--- src/rtl/fifo_16_drain_if.sv ---
// Bundle between fifo_16, the drain controller and the downstream cell consumer.
// Also carries the controller's FSM state and skid fill level for observation.
interface fifo_16_drain_if #(
    parameter int AWIDTH = 9,
    parameter int OCC_W  = 10
);
    logic              fifo_flush;
    logic              fifo_wr_en;
    logic              fifo_rd_en;
    logic [AWIDTH-1:0] fifo_dout;
    logic [AWIDTH-2:0] out_data;
    logic              out_sop;
    logic              out_eop;
    logic              out_valid;
    logic              out_ready;
    logic [OCC_W-1:0]  occupancy;
    logic              frame_err;
    logic [1:0]        dbg_state;
    logic [1:0]        dbg_buf_cnt;

    // Stream handshake: a word transfers on every cycle where out_valid && out_ready;
    // while out_valid && !out_ready the out_* fields hold their value.
    modport slave (
        input  fifo_flush, fifo_wr_en, fifo_dout, out_ready,
        output fifo_rd_en, out_data, out_sop, out_eop, out_valid,
               occupancy, frame_err, dbg_state, dbg_buf_cnt
    );

    modport master (
        output fifo_flush, fifo_wr_en, fifo_dout, out_ready,
        input  fifo_rd_en, out_data, out_sop, out_eop, out_valid,
               occupancy, frame_err, dbg_state, dbg_buf_cnt
    );
endinterface

--- src/rtl/fifo_16_drain.sv ---
// Read-side controller for fifo_16: tracks occupancy, issues rd_en, catches the
// 1-cycle-late words in a 2-entry skid buffer and frames them into sop/eop cells.
module fifo_16_drain #(
    parameter int AWIDTH   = 9,
    parameter int DEPTH    = 512,
    parameter int CELL_LEN = 53,
    parameter int OCC_W    = 10
) (
    input  logic            clk,
    input  logic            rst_n,
    fifo_16_drain_if.slave  bus
);
    localparam int BW  = AWIDTH - 1;
    localparam int EW  = AWIDTH + 1;
    localparam int WCW = $clog2(CELL_LEN);

    typedef enum logic [1:0] {
        IDLE    = 2'd0,
        IN_CELL = 2'd1
    } state_t;

    state_t           state_q, state_d;
    logic [WCW-1:0]   wcnt_q, wcnt_d;
    logic [OCC_W-1:0] occ_q, occ_d;
    logic             inflight_q;
    logic             frame_err_q, err_d;
    logic [EW-1:0]    skid_q [2];
    logic             rd_ptr_q, wr_ptr_q;
    logic [1:0]       cnt_q, cnt_d;
    logic             pop, push, rd_en, wr_ok, marker;
    logic [EW-1:0]    push_word, head;
    logic [2:0]       pending;
    logic [BW-1:0]    in_byte;

    assign pop     = (cnt_q != 2'd0) && bus.out_ready;
    assign pending = {1'b0, cnt_q} + {2'b00, inflight_q} - {2'b00, pop};
    assign rd_en   = !bus.fifo_flush && (occ_q != '0) && (pending < 3'd2);
    // A write into a full FIFO only lands when a read frees a slot in the same cycle.
    assign wr_ok   = bus.fifo_wr_en && ((occ_q < OCC_W'(DEPTH)) || rd_en);
    assign marker  = bus.fifo_dout[AWIDTH-1];
    assign in_byte = bus.fifo_dout[BW-1:0];

    always_comb begin
        occ_d = occ_q;
        if (wr_ok && !rd_en)      occ_d = occ_q + OCC_W'(1);
        else if (!wr_ok && rd_en) occ_d = occ_q - OCC_W'(1);
    end

    always_comb begin
        state_d   = state_q;
        wcnt_d    = wcnt_q;
        push      = 1'b0;
        push_word = '0;
        err_d     = 1'b0;
        if (inflight_q) begin
            case (state_q)
                IDLE: begin
                    if (marker) begin
                        push      = 1'b1;
                        push_word = {1'b1, 1'b0, in_byte};
                        wcnt_d    = WCW'(1);
                        state_d   = IN_CELL;
                    end else begin
                        err_d = 1'b1;
                    end
                end
                IN_CELL: begin
                    push = 1'b1;
                    if (marker) begin
                        // Early SOP: old cell is abandoned without eop, new cell starts here.
                        err_d     = 1'b1;
                        push_word = {1'b1, 1'b0, in_byte};
                        wcnt_d    = WCW'(1);
                    end else if (wcnt_q == WCW'(CELL_LEN - 1)) begin
                        push_word = {1'b0, 1'b1, in_byte};
                        wcnt_d    = '0;
                        state_d   = IDLE;
                    end else begin
                        push_word = {1'b0, 1'b0, in_byte};
                        wcnt_d    = wcnt_q + WCW'(1);
                    end
                end
                default: state_d = IDLE;
            endcase
        end
    end

    assign cnt_d = cnt_q + {1'b0, push} - {1'b0, pop};

    always_ff @(posedge clk or negedge rst_n) begin
        if (!rst_n) begin
            state_q     <= IDLE;
            wcnt_q      <= '0;
            occ_q       <= '0;
            inflight_q  <= 1'b0;
            frame_err_q <= 1'b0;
            skid_q[0]   <= '0;
            skid_q[1]   <= '0;
            rd_ptr_q    <= 1'b0;
            wr_ptr_q    <= 1'b0;
            cnt_q       <= '0;
        end else if (bus.fifo_flush) begin
            // Clearing inflight_q discards the word that returns right after the flush.
            state_q     <= IDLE;
            wcnt_q      <= '0;
            occ_q       <= '0;
            inflight_q  <= 1'b0;
            frame_err_q <= 1'b0;
            rd_ptr_q    <= 1'b0;
            wr_ptr_q    <= 1'b0;
            cnt_q       <= '0;
        end else begin
            state_q     <= state_d;
            wcnt_q      <= wcnt_d;
            occ_q       <= occ_d;
            inflight_q  <= rd_en;
            frame_err_q <= err_d;
            cnt_q       <= cnt_d;
            if (push) begin
                skid_q[wr_ptr_q] <= push_word;
                wr_ptr_q         <= ~wr_ptr_q;
            end
            if (pop) rd_ptr_q <= ~rd_ptr_q;
        end
    end

    assign head            = skid_q[rd_ptr_q];
    assign bus.out_valid   = (cnt_q != 2'd0);
    assign bus.out_data    = bus.out_valid ? head[BW-1:0] : '0;
    assign bus.out_sop     = bus.out_valid & head[EW-1];
    assign bus.out_eop     = bus.out_valid & head[EW-2];
    assign bus.fifo_rd_en  = rd_en;
    assign bus.occupancy   = occ_q;
    assign bus.frame_err   = frame_err_q;
    assign bus.dbg_state   = state_q;
    assign bus.dbg_buf_cnt = cnt_q;
endmodule

--- src/flat_wrapper.sv ---
// flat-port wrapper written by rule: the top's interface ports become plain ports
module fifo_16_drain_flat 
#(
    parameter int AWIDTH   = 9,
    parameter int DEPTH    = 512,
    parameter int CELL_LEN = 53,
    parameter int OCC_W    = 10
)
  (clk, rst_n, bus_fifo_flush, bus_fifo_wr_en, bus_fifo_dout, bus_out_ready, bus_fifo_rd_en, bus_out_data, bus_out_sop, bus_out_eop, bus_out_valid, bus_occupancy, bus_frame_err, bus_dbg_state, bus_dbg_buf_cnt);
  fifo_16_drain_if #(.AWIDTH(AWIDTH), .OCC_W(OCC_W)) bus_i ();
  input  logic clk;
  input  logic rst_n;
  input wire logic [$bits(bus_i.fifo_flush)-1:0] bus_fifo_flush;
  input wire logic [$bits(bus_i.fifo_wr_en)-1:0] bus_fifo_wr_en;
  input wire logic [$bits(bus_i.fifo_dout)-1:0] bus_fifo_dout;
  input wire logic [$bits(bus_i.out_ready)-1:0] bus_out_ready;
  output wire logic [$bits(bus_i.fifo_rd_en)-1:0] bus_fifo_rd_en;
  output wire logic [$bits(bus_i.out_data)-1:0] bus_out_data;
  output wire logic [$bits(bus_i.out_sop)-1:0] bus_out_sop;
  output wire logic [$bits(bus_i.out_eop)-1:0] bus_out_eop;
  output wire logic [$bits(bus_i.out_valid)-1:0] bus_out_valid;
  output wire logic [$bits(bus_i.occupancy)-1:0] bus_occupancy;
  output wire logic [$bits(bus_i.frame_err)-1:0] bus_frame_err;
  output wire logic [$bits(bus_i.dbg_state)-1:0] bus_dbg_state;
  output wire logic [$bits(bus_i.dbg_buf_cnt)-1:0] bus_dbg_buf_cnt;
  assign bus_i.fifo_flush = bus_fifo_flush;
  assign bus_i.fifo_wr_en = bus_fifo_wr_en;
  assign bus_i.fifo_dout = bus_fifo_dout;
  assign bus_i.out_ready = bus_out_ready;
  assign bus_fifo_rd_en = bus_i.fifo_rd_en;
  assign bus_out_data = bus_i.out_data;
  assign bus_out_sop = bus_i.out_sop;
  assign bus_out_eop = bus_i.out_eop;
  assign bus_out_valid = bus_i.out_valid;
  assign bus_occupancy = bus_i.occupancy;
  assign bus_frame_err = bus_i.frame_err;
  assign bus_dbg_state = bus_i.dbg_state;
  assign bus_dbg_buf_cnt = bus_i.dbg_buf_cnt;
  fifo_16_drain #(.AWIDTH(AWIDTH), .DEPTH(DEPTH), .CELL_LEN(CELL_LEN), .OCC_W(OCC_W)) u_core (.clk(clk), .rst_n(rst_n), .bus(bus_i));
endmodule
--- config.mk ---
export PLATFORM = sky130hd
export DESIGN_NAME = fifo_16_drain_flat
export DESIGN_NICKNAME = d
export VERILOG_FILES = /design/src/rtl/fifo_16_drain_if.sv /design/src/rtl/fifo_16_drain.sv /design/src/flat_wrapper.sv
export SDC_FILE = /design/constraint.sdc
export NUM_CORES = 1
export LEC_CHECK = 0
export BUFFER_PORTS_ARGS = -buffer_cell sky130_fd_sc_hd__buf_2
export CAP_MARGIN = 20
export CORE_MARGIN = 3
export CORE_UTILIZATION = 30
export CTS_BUF_LIST = sky130_fd_sc_hd__clkbuf_4 sky130_fd_sc_hd__clkbuf_8
export CTS_CLUSTER_DIAMETER = 100
export DETAILED_ROUTE_END_ITERATION = 10
export PLACE_DENSITY = 0.44
export SLEW_MARGIN = 10
export SYNTH_ARGS = -nofsm -noshare
export SYNTH_HDL_FRONTEND = slang
export SYNTH_SLANG_ARGS = --single-unit
--- constraint.sdc ---
create_clock -name clk -period 8.6 [get_ports clk]
set_clock_uncertainty 0.05 [all_clocks]
set_input_delay 2.58 -clock clk [delete_from_list [all_inputs] [get_ports clk]]
set_output_delay 2.58 -clock clk [all_outputs]
set_load 0.02 [all_outputs]
Yosys cells after proc, flatten, opt, wreduce, memory -nomap -nowiden
Cells that the tools add are included.

cells by class
  bitwise gates (word level) = 7
  add/sub/neg operators = 7
  reductions and logical operators = 22
  magnitude comparators = 5
  multiplexer cells = 40
  eq/ne operators = 5

operator list
  cell                     number
  $mux W10                 10
  $mux W6                  5
  $bwmux W20               1
  $pmux W10 S2             1
  $mux W2                  6
  $pmux W6 S2              1
  $add A10 B1 Y10 const B  1
  $demux W10 S1            1
  $lt A10 B10 Y1 const B   1
  $mux W1                  10
  $reduce_bool A10 Y1      1
  $sub A10 B1 Y10 const B  1
  $mux W9                  1
  $mux W8                  1
  $reduce_bool A2 Y1       4
  $logic_and A1 B1 Y1      7
  $add A6 B1 Y6 const B    1
  $eq A6 B6 Y1 const B     1
  $ne A3 B3 Y1 const B     2
  $reduce_bool A3 Y1       2
  $ge A2 B2 Y1 const B     2
  $not A1 Y2               2
  $pmux W1 S2              2
  $pmux W2 S2              1
  16 further kinds         21

word-level totals
  bits of input ports = 14
  bits in registers = 44
  word-level logic and storage cells = 96
  output and inout bits = 27

Logic depth before layout (Yosys ltp)
Gate-level depths: netlist of the first run.

  depth in word-level cells = 12
  depth in mapped cells = 16
  gate-level depth less buffers = 16

Worst setup path after synthesis of the first run
No wires, ideal clock.

  path type = input to output
  start = in bus_out_ready
  end = out bus_fifo_rd_en
  cell stages on the path = 9
  arrival = 4.168 ns
  path buffers = 0
  setup slack = 1.802 ns
  data required time = 5.970 ns
  cell sequence = nor2b_1 -> ha_1 -> inv_1 -> nand2_1 -> fa_1 -> xnor2_1 -> nand3_1 -> nand2b_2 -> inv_1

on the way
  word-level cells in the longest chain between the ends = 4

RTL lines
  item                 RTL line             RTL
  start, declared      flat_wrapper.sv:16   input wire logic [$bits(bus_i.out_ready)-1:0] bus_out_ready;
  $logic_and A1 B1 Y1  fifo_16_drain.sv:35  assign pop = (cnt_q != 2'd0) && bus.out_ready;
  $sub A3 B1 Y3        fifo_16_drain.sv:36  assign pending = {1'b0, cnt_q} + {2'b00, inflight_q} - {2'b00, pop};
  $lt A3 B2 Y1         fifo_16_drain.sv:37  assign rd_en = !bus.fifo_flush && (occ_q != '0) && (pending < 3'd2);
  $logic_and A1 B1 Y1  fifo_16_drain.sv:37
  end, declared        flat_wrapper.sv:17   output wire logic [$bits(bus_i.fifo_rd_en)-1:0] bus_fifo_rd_en;

No other way between the ends.

Final worst setup path of the first run
Ends and elaborated chain as after synthesis.

==> results of run 1 <==
logic make-up (layout without fill, tap and decap cells):
group / count (synthesis) / after routing / synth area share [%]
compound gates: 58 / 58 / 13.4
buf+inv: 27 / 64 / 4.20
xor+xnor: 9 / 9 / 3.08
fa+ha+maj: 18 / 18 / 9.37
mux: 21 / 21 / 8.54
flops: 43 / 43 / 42.0
simple gates: 110 / 110 / 19.3
other cells: 1 / 1 / 0.146
worst max path at each step:
stage,slack (ps),cells after the start,from,end
after floorplan,1800,9,bus_out_ready,bus_fifo_rd_en
after global placement,1520,11,bus_out_ready,bus_fifo_rd_en
after detailed placement,1520,11,bus_out_ready,bus_fifo_rd_en
after CTS,1490,11,bus_out_ready,bus_fifo_rd_en
after global routing,1350,11,bus_out_ready,bus_fifo_rd_en
final,1510,11,bus_out_ready,bus_fifo_rd_en
worst register-to-register path: stages, from the launching register on:
cell	delay, ps
dfrtp_1	460
nor2_1	680
nor2b_1	190
ha_1	320
inv_1	70
nand2_1	70
fa_1	390
xnor2_1	150
nand3_1	110
nand2b_2	210
nand2_1	280
fa_1	540
a211oi_1	350
o211ai_1	120
a21oi_1	220
mux2i_1	200
mux2i_1	90
report_power, final:
| part | switching [W] | internal [W] |
|---|---|---|
| registers | 0.0000596 | 0.000256 |
| clock network | 0.0000798 | 0.0000583 |
| logic | 0.000277 | 0.000214 |
layout make-up:
type / count / area share (%)
multi-input combinational: 217 / 46.7
sequential: 43 / 36.4
timing repair buffer: 40 / 7.28
tap: 105 / 4.45
clock buffer: 5 / 2.33
inverter: 16 / 2.03
clock inverter: 3 / 0.847
state kept, by name, summed over array words and instances, names as in the netlist:
register and flops:
u_core.wr_ptr_q 1, u_core.rd_ptr_q 1, u_core.bus.dbg_state 1, u_core.skid_q 20
u_core.wcnt_q 6, u_core.inflight_q 1, u_core.bus.frame_err 1, u_core.bus.occupancy 10
u_core.bus.dbg_buf_cnt 2
metrics by stage:
stage | setup WS [ps] | utilization, %
CTS | 1490 | 35.5
floorplan | 1800 | -
detailed placement | 1520 | 34.4
finish | 1510 | 35.8
global placement | 1520 | 34.4
global route | 1350 | 35.8
synth_stat cells (all sizes together) (7+ instances only):
| cell | instances |
|---|---|
| a21oi | 11 |
| dfrtp | 43 |
| mux2 | 7 |
| mux2i | 14 |
| o21ai | 30 |
| ha | 16 |
| nand2 | 42 |
| inv | 16 |
| nor2b | 12 |
| nor2 | 33 |
| clkbuf | 8 |
layer usage:
metal / part of all wire [%] / wire length (um) / GRT usage [%]
met1: 51 / 2920 / 18.0
met2: 44 / 2550 / 18.5
met3: 3.8 / 221 / 2.90
met4: 0.99 / 57 / 3.78
met5: 0 / 0 / 0
==> summary.txt, run 1 <==
outcome - complete, no violations
RSZ-0062 raised after global routing - false
Req. time, crit path - 5970 ps
Final Setup Violations - 0
global-route wire length before repair - 9870 um
final instance area - 2960 um2
Min-Delay Startpoint - u_core.skid_q[8]
Mapped Area - 2560 um2
CTS Root Cell - clkbuf_8
Seq. cell area - 1080 um2
total CTS buffers - 5
Pwr Density - 320 nW/um2
Max Root-Sink Buffers - 2
WHS Endpoint - u_core.skid_q[8]
Worst path max stage delay - 390 ps
area grow syn2layout - 15.3%
Tot GR Track Use - 12.4%
EDFF count, synth - 0
antenna cells - 0
largest net degree at the start of global routing - 44
top cell type's share of synthesized area - 42.0%
Overflow after GRT - 0
worst-margin pin slew - 852 ps
final WL - 5750 um
Hold Crit Class - flop to flop
worst reg2reg endpoint - u_core.bus.occupancy[8]
post-route clock period utilization - 82.4%
Worst Hold Depth - 2
largest cells by area after synthesis - dfrtp_1 42%, ha_1 7.8%, nand2_1 6.2%
VDD IR-drop max - 189 uV
port buffer count - 39
Yosys warning count - 0
hpwl dp - 4000 um
crit path time final - 7090 ps
clk slew on worst S/H paths - 90 ps
average size of a mapped cell - 8.93 um2
row cnt - 33
Max Clock Freq - 141 MHz
Die Y - 98.4 um
clk_lat worst skew - 300 ps
Syn Inst Count - 287
Worst path slowest cell - fa_1
Final Power - 0.000945 W
Reg2Reg Setup Slack - 4000 ps
Slew HR - 43.0%
Placed Area - 2840 um2
worst r2r path cells - 16
Pre-Repair DR Iteration Count - 4
Syn Nets - 319
Critical R2R Launch - u_core.bus.dbg_buf_cnt[1]
CP cell instances - buf_2, nor2b_1, ha_1, inv_1, nand2_1, fa_1, xnor2_1, nand3_1, nand2b_2, inv_1, buf_2
vias in the first global route - 1,964
most common cell after layout, fill and taps aside - dfrtp_1
initial antenna violation count - 0
CP delay by family, top - adder cells
PostCTS Resize Cnt - 0
initial drt markers - 70
H-tree depth - 2
critical path startpoint category - primary input
Fin. Hold Viols - 0
die area - 9690 um2
P_leak - 1.37 nW
routability cong. - 0.758
Crit path buffers/inverters - 4
Multi-input gate area - 1380 um2
ys async rst share - 100%
CTS tree - built
WS Path Type - primary input to output pin
Routed wire per std cell - 13.4 um
via count - 2,021
layout filler cell count - 899
post-synth cell types - 39
register bit total from synthesis - 43
post-synthesis sequential area ratio - 42.0%
Core Region - 8260 um2
Setup TNS - 0 ps
Post-Layout Cell Count - 429
commonest non-fill, non-tap cells in the layout - 43 x dfrtp_1, 42 x nand2_1, 39 x buf_2
nets - 355
die width - 98.4 um
Post-CTS Setup Inserts - 0
max-cap violations - 0
IO Pins - 41
hold bufs inserted after CTS - 0
clock tree sinks - 43
WP data arrival - 4460 ps
Remaining DRCs - 0
ANT nets after route - 0
main flop type after synthesis - dfrtp_1
Starting Density - 31.0%
Placed Cells - 420
Slew Viols, Final - 0
hold slack - 436 ps
crit path max fanout - 6
layout cells sized above 1 - 17.6%
top cell type by total area after synthesis - dfrtp_1
Crit. End Element - output pin
Via-to-Cell Ratio - 4.71
Note: power is estimated with default switching activity, not from simulation.
==> run 2: changes to the inputs <==
--- a/config.mk
+++ b/config.mk
@@ -12,7 +12,7 @@
 export CTS_BUF_LIST = sky130_fd_sc_hd__clkbuf_4 sky130_fd_sc_hd__clkbuf_8
 export CTS_CLUSTER_DIAMETER = 100
 export DETAILED_ROUTE_END_ITERATION = 10
-export PLACE_DENSITY = 0.44
+export PLACE_DENSITY = 0.45
 export SLEW_MARGIN = 10
 export SYNTH_ARGS = -nofsm -noshare
 export SYNTH_HDL_FRONTEND = slang
==> constraint.sdc (replaced) <==
create_clock -name clk -period 6.18 [get_ports clk]
set_clock_uncertainty 0.05 [all_clocks]
set_input_delay 1.854 -clock clk [delete_from_list [all_inputs] [get_ports clk]]
set_output_delay 1.854 -clock clk [all_outputs]
set_load 0.02 [all_outputs]
==> run 2 against run 1 <==
- sequential share of layout area shrank 0.077 points
- clock power increased by 36%
- largest cell class unchanged
- highest routed layer unchanged
- global-route usage is essentially flat
- design area grew 0.21%
- critical path depth unchanged
- combinational power rose by 40%
- critical path type unchanged
- clock-buffer cell count unchanged
==> summary.txt, run 2 (synthesis gave the netlist of run 1 again) <==
outcome - complete, no violations (unchanged)
commonest non-fill, non-tap cells in the layout - 43 x dfrtp_1, 42 x nand2_1, 39 x buf_2 (unchanged)
crit path time final - 5630 ps
Pwr Density - 443 nW/um2 (was 320 nW/um2)
Slew Viols, Final - 0 (unchanged)
port buffer count - 39 (unchanged)
Max Root-Sink Buffers - 2 (unchanged)
antenna cells - 0 (unchanged)
area grow syn2layout - 15.6% (was 15.3%)
vias in the first global route - 2,082 (was 1,964)
Pre-Repair DR Iteration Count - 4 (unchanged)
WS Path Type - primary input to output pin (unchanged)
H-tree depth - 2 (unchanged)
Placed Cells - 421 (was 420)
via count - 2,030 (was 2,021)
hold bufs inserted after CTS - 0 (unchanged)
crit path max fanout - 6 (unchanged)
worst-margin pin slew - 697 ps (was 852 ps)
global-route wire length before repair - 10,000 um (was 9870 um)
Starting Density - 31.0% (unchanged)
Post-CTS Setup Inserts - 0 (unchanged)
Slew HR - 52.8% (was 43.0%)
critical path startpoint category - primary input (unchanged)
CTS tree - built (unchanged)
Routed wire per std cell - 13.1 um (was 13.4 um)
nets - 356 (was 355)
Remaining DRCs - 0 (unchanged)
most common cell after layout, fill and taps aside - dfrtp_1 (unchanged)
clk_lat worst skew - 290 ps (was 300 ps)
CTS Root Cell - clkbuf_8 (unchanged)
max FFs per register - 20 (unchanged)
hpwl dp - 3950 um (was 4000 um)
die area - 9690 um2 (unchanged)
layout cells sized above 1 - 17.8% (was 17.6%)
clock tree sinks - 43 (unchanged)
VDD IR-drop max - 219 uV (was 189 uV)
die width - 98.4 um (unchanged)
row cnt - 33 (unchanged)
Die Y - 98.4 um (unchanged)
final WL - 5630 um (was 5750 um)
IO Pins - 41 (unchanged)
Fin. Hold Viols - 0 (unchanged)
Overflow after GRT - 0 (unchanged)
largest reg by FF count - u_core.skid_q (unchanged)
Crit. End Element - output pin (unchanged)
Via-to-Cell Ratio - 4.72 (was 4.71)
WP data arrival - 3730 ps (was 4460 ps)
Max Clock Freq - 178 MHz
Post-Layout Cell Count - 430 (was 429)
Setup TNS - 0 ps (unchanged)
Req. time, crit path - 4280 ps (was 5970 ps)
clk slew on worst S/H paths - 80 ps (was 90 ps)
final instance area - 2960 um2 (about the same)
initial antenna violation count - 0 (unchanged)
total CTS buffers - 5 (unchanged)
largest net degree at the start of global routing - 44 (unchanged)
Tot GR Track Use - 12.5% (was 12.4%)
Core Region - 8260 um2 (unchanged)
layout filler cell count - 875 (was 899)
routability cong. - 0.736 (was 0.758)
PostCTS Resize Cnt - 0 (unchanged)
Placed Area - 2850 um2 (was 2840 um2)
Hold Crit Class - flop to flop (unchanged)
initial drt markers - 46 (was 70)
max-cap violations - 0 (unchanged)
Final Setup Violations - 0 (unchanged)
post-route clock period utilization - 91.1%
ANT nets after route - 0 (unchanged)
P_leak - 1.38 nW (was 1.37 nW)
RSZ-0062 raised after global routing - false (unchanged)
==> run 2: cell types whose count changed in the layout (fill, tap and decap cells not counted), sizes merged <==
cell      before  now
buf           40   41
clkinv         2    0
clkinvlp       1    2
inv           16   17
==> run 2: routing by layer <==
layer / global-route usage (%) / wire [um] / up-vias
met5: 0 / 0 / -
met4: 3.26 / 56 / 0
met3: 2.90 / 215 / 4
met2: 20.0 / 2580 / 27
met1: 17.0 / 2780 / 952
li1: - / - / 1047
==> run 2: stage by stage <==
stage	util [%]	setup WS [ps]	power [W]	hold slack, ps
floorplan	-	834	0.000965	399
global placement	34.5	556	0.00114	412
detailed placement	34.5	529	0.00114	420
CTS	35.6	521	0.00133	441
global route	35.9	362	0.00145	470
finish	35.9	550	0.00131	433
==> run 2: worst paths after layout <==
kind | slack (ps) | startpoint | depth (start not counted) | endpoint
setup / recovery | 550 | bus_out_ready | 11 | bus_fifo_rd_en
hold / removal | 430 | u_core.skid_q[19] | 2 | u_core.skid_q[19]
setup reg to reg | 2060 | u_core.bus.dbg_buf_cnt[1] | 17 | u_core.bus.occupancy[8]
hold reg to reg | 430 | u_core.skid_q[19] | 2 | u_core.skid_q[19]
max in group asynchronous | 4260 | rst_n | 2 | u_core.wcnt_q[3]
min in group asynchronous | 1350 | rst_n | 1 | u_core.bus.occupancy[3]
==> run 2: cell type report <==
class | instances | area, um2 | area share [%]
Inverter | 16 | 60.1 | 2.03
Timing Repair Buffer | 41 | 223 | 7.52
Clock inverter | 3 | 23.8 | 0.803
Multi-Input combinational cell | 217 | 1380 | 46.6
Sequential cell | 43 | 1080 | 36.3
Tap cell | 105 | 131 | 4.44
Clock buffer | 5 | 68.8 | 2.32
==> run 2: report_power, final <==
group / internal [W] / switching (W)
registers: 0.000356 / 0.0000834
clock network: 0.0000810 / 0.000107
logic: 0.000301 / 0.000384
==> run 2: worst max-delay path, stage by stage <==
cell and delay [ps]:
buf_2 70, nor2b_1 200, ha_1 260, inv_1 70
nand2_1 60, fa_1 390, xnor2_1 200, nand3_1 120
nand2b_2 270, inv_1 70, buf_2 150
==> run 3: changes to the inputs <==
--- a/config.mk
+++ b/config.mk
@@ -12,6 +12,7 @@
 export CTS_BUF_LIST = sky130_fd_sc_hd__clkbuf_4 sky130_fd_sc_hd__clkbuf_8
 export CTS_CLUSTER_DIAMETER = 100
 export DETAILED_ROUTE_END_ITERATION = 10
+export GPL_TIMING_DRIVEN = 0
 export PLACE_DENSITY = 0.45
 export SLEW_MARGIN = 10
 export SYNTH_ARGS = -nofsm -noshare
==> run 3 against run 2 <==
- global-route usage rose by 1.1 points
- worst hold slack improved by 1.0 ps
- clock power barely moved
- maximum frequency fell by 0.57%
- first-iteration DRC count rose by 57%
- cell count rose by 2.3%
- worst setup slack got worse by 32 ps
- critical path depth did not move
- combinational power rose by 5.1%
- sequential power fell by 4.5%
- flip-flop and latch count did not move
- clock-buffer cell count did not move
- critical path type unchanged
- largest power group unchanged
==> summary.txt, run 3 (synthesis gave the netlist of run 1 again) <==
port buffer count - 39 (unchanged)
routability cong. - 0.769 (was 0.736)
IO Pins - 41 (unchanged)
final WL - 6100 um (was 5630 um)
top routing layer in use - met4 (unchanged)
CP cell instances - buf_2, nor2b_1, ha_1, inv_1, nand2_1, fa_1, xnor2_1, nand3_1, nand2b_2, inv_1, buf_2 (unchanged)
max-cap violations - 0 (unchanged)
initial antenna violation count - 0 (unchanged)
Crit path buffers/inverters - 4 (unchanged)
total CTS buffers - 5 (unchanged)
sequential share of power - 31.6% (was 33.5%)
Max Root-Sink Buffers - 2 (unchanged)
global-route wire length before repair - 10,700 um (was 10,000 um)
critical path startpoint category - primary input (unchanged)
area grow syn2layout - 17.1% (was 15.6%)
clock tree sinks - 43 (unchanged)
Slew HR - 50.8% (was 52.8%)
worst slack at placement - 523 ps (was 529 ps)
final setup margin - 518 ps (was 550 ps)
nets - 366 (was 356)
PostCTS Resize Cnt - 0 (unchanged)
die width - 98.4 um (unchanged)
Hold Crit Class - flop to flop (unchanged)
Via-to-Cell Ratio - 4.83 (was 4.72)
worst-margin pin slew - 726 ps (was 697 ps)
Pre-Repair DR Iteration Count - 4 (unchanged)
Sw Pwr - 0.000586 W (was 0.000575 W)
CP delay by family, top - simple AND/OR/NAND/NOR gates (unchanged)
commonest non-fill, non-tap cells in the layout - 43 x dfrtp_1, 42 x nand2_1, 41 x buf_2 (was 43 x dfrtp_1, 42 x nand2_1, 39 x buf_2)
P_leak - 1.40 nW (was 1.38 nW)
routed length on met1 - 2920 um (was 2780 um)
crit path max fanout - 6 (unchanged)
largest net degree at the start of global routing - 44 (unchanged)
post-route clock period utilization - 91.6% (was 91.1%)
Int Pwr - 0.000743 W (was 0.000739 W)
Core Region - 8260 um2 (unchanged)
Setup TNS - 0 ps (unchanged)
Worst path slowest cell - fa_1 (unchanged)
layout filler cell count - 902 (was 875)
most common cell after layout, fill and taps aside - dfrtp_1 (unchanged)
clock share of power - 14.1% (was 14.3%)
Post-CTS Setup Inserts - 0 (unchanged)
clk slew on worst S/H paths - 90 ps (was 80 ps)
VDD IR-drop max - 236 uV (was 219 uV)
hold bufs inserted after CTS - 0 (unchanged)
Remaining DRCs - 0 (unchanged)
Overflow after GRT - 0 (unchanged)
RSZ-0062 raised after global routing - false (unchanged)
die area - 9690 um2 (unchanged)
Crit. End Element - output pin (unchanged)
WP data arrival - 3760 ps (was 3730 ps)
clk_lat worst skew - 290 ps (about the same)
Max Clock Freq - 177 MHz (was 178 MHz)
Slew Viols, Final - 0 (unchanged)
antenna cells - 0 (unchanged)
Final Setup Violations - 0 (unchanged)
Combinational Power Share - 54.3% (was 52.2%)
vias in the first global route - 2,229 (was 2,082)
Worst path max stage delay - 380 ps (was 390 ps)
H-tree depth - 2 (unchanged)
Tot GR Track Use - 13.5% (was 12.5%)
sw frac - 44.1% (was 43.8%)
row cnt - 33 (unchanged)
via count - 2,124 (was 2,030)
layout cells sized above 1 - 17.9% (was 17.8%)
hpwl dp - 4400 um (was 3950 um)
final core utilization - 36.3% (was 35.9%)
ANT nets after route - 0 (unchanged)
WS Path Type - primary input to output pin (unchanged)
outcome - complete, no violations (unchanged)
Req. time, crit path - 4280 ps (about the same)
Pwr Density - 443 nW/um2 (about the same)
CTS tree - built (unchanged)
Final Power - 0.00133 W (was 0.00131 W)
crit path time final - 5660 ps (was 5630 ps)
Die Y - 98.4 um (unchanged)
initial drt markers - 72 (was 46)
largest reg by FF count - u_core.skid_q (unchanged)
Fin. Hold Viols - 0 (unchanged)
met3 wire len - 272 um (was 215 um)
Starting Density - 31.0% (unchanged)
max FFs per register - 20 (unchanged)
Met2 Routed Length - 2840 um (was 2580 um)
CTS Root Cell - clkbuf_8 (unchanged)
Routed wire per std cell - 13.9 um (was 13.1 um)
==> run 3: cell types whose count changed in the layout (fill, tap and decap cells not counted) <==
cell,before,now
clkbuf_1,0,8
buf_2,39,41
==> run 3: layer usage <==
metal | GRT usage (%) | vias up
met5 | 0 | -
met4 | 3.47 | 0
met3 | 2.90 | 6
met2 | 22.4 | 39
met1 | 18.0 | 1015
li1 | - | 1064
==> run 3: path summary, 6_finish.rpt <==
check / startpoint / slack [ps] / cells past startpoint / end
worst max-delay path: bus_out_ready / 520 / 11 / bus_fifo_rd_en
worst min-delay path: u_core.skid_q[8] / 430 / 2 / u_core.skid_q[8]
worst max register to register: u_core.bus.dbg_buf_cnt[1] / 2170 / 16 / u_core.bus.occupancy[8]
worst min register to register: u_core.skid_q[8] / 430 / 2 / u_core.skid_q[8]
max in group asynchronous: rst_n / 4100 / 2 / u_core.wcnt_q[3]
min in group asynchronous: rst_n / 1470 / 1 / u_core.bus.dbg_buf_cnt[1]
==> run 3: layout make-up <==
class / instances / area (um2) / share of cell area [%]
clock buffers: 5 / 68.8 / 2.29
multi-input cells: 217 / 1380 / 45.9
inverters: 16 / 60.1 / 2.00
repair buffers: 40 / 215 / 7.17
well taps: 105 / 131 / 4.38
plain buffers: 11 / 47.5 / 1.58
clock inverters: 3 / 23.8 / 0.792
flip-flops and latches: 43 / 1080 / 35.8
==> run 3: tightest hold or removal path: stages (launching register included) <==
cell and delay, ps:
dfrtp_1 350, nand2_1 50, o21ai_0 60
==> run 3: power groups by stage <==
| stage | clock (W) | sequential (W) | combinational (W) |
|---|---|---|---|
| 2_1_floorplan | 0 | 0.000452 | 0.000512 |
| 3_3_place_gp | 0 | 0.000425 | 0.000719 |
| 3_5_place_dp | 0 | 0.000427 | 0.000722 |
| 4_1_cts | 0.000200 | 0.000422 | 0.000727 |
| 5_1_grt | 0.000211 | 0.000435 | 0.000814 |
| 6_report | 0.000188 | 0.000420 | 0.000721 |
==> run 3: through the flow <==
| step | instance area, um2 | hold WS, ps | instances |
|---|---|---|---|
| global placement | 2890 | 411 | 431 |
| finish | 3000 | 434 | 440 |
| global route | 3000 | 460 | 440 |
| detailed placement | 2890 | 420 | 431 |
| CTS | 2980 | 443 | 439 |
| floorplan | 2560 | 399 | 287 |
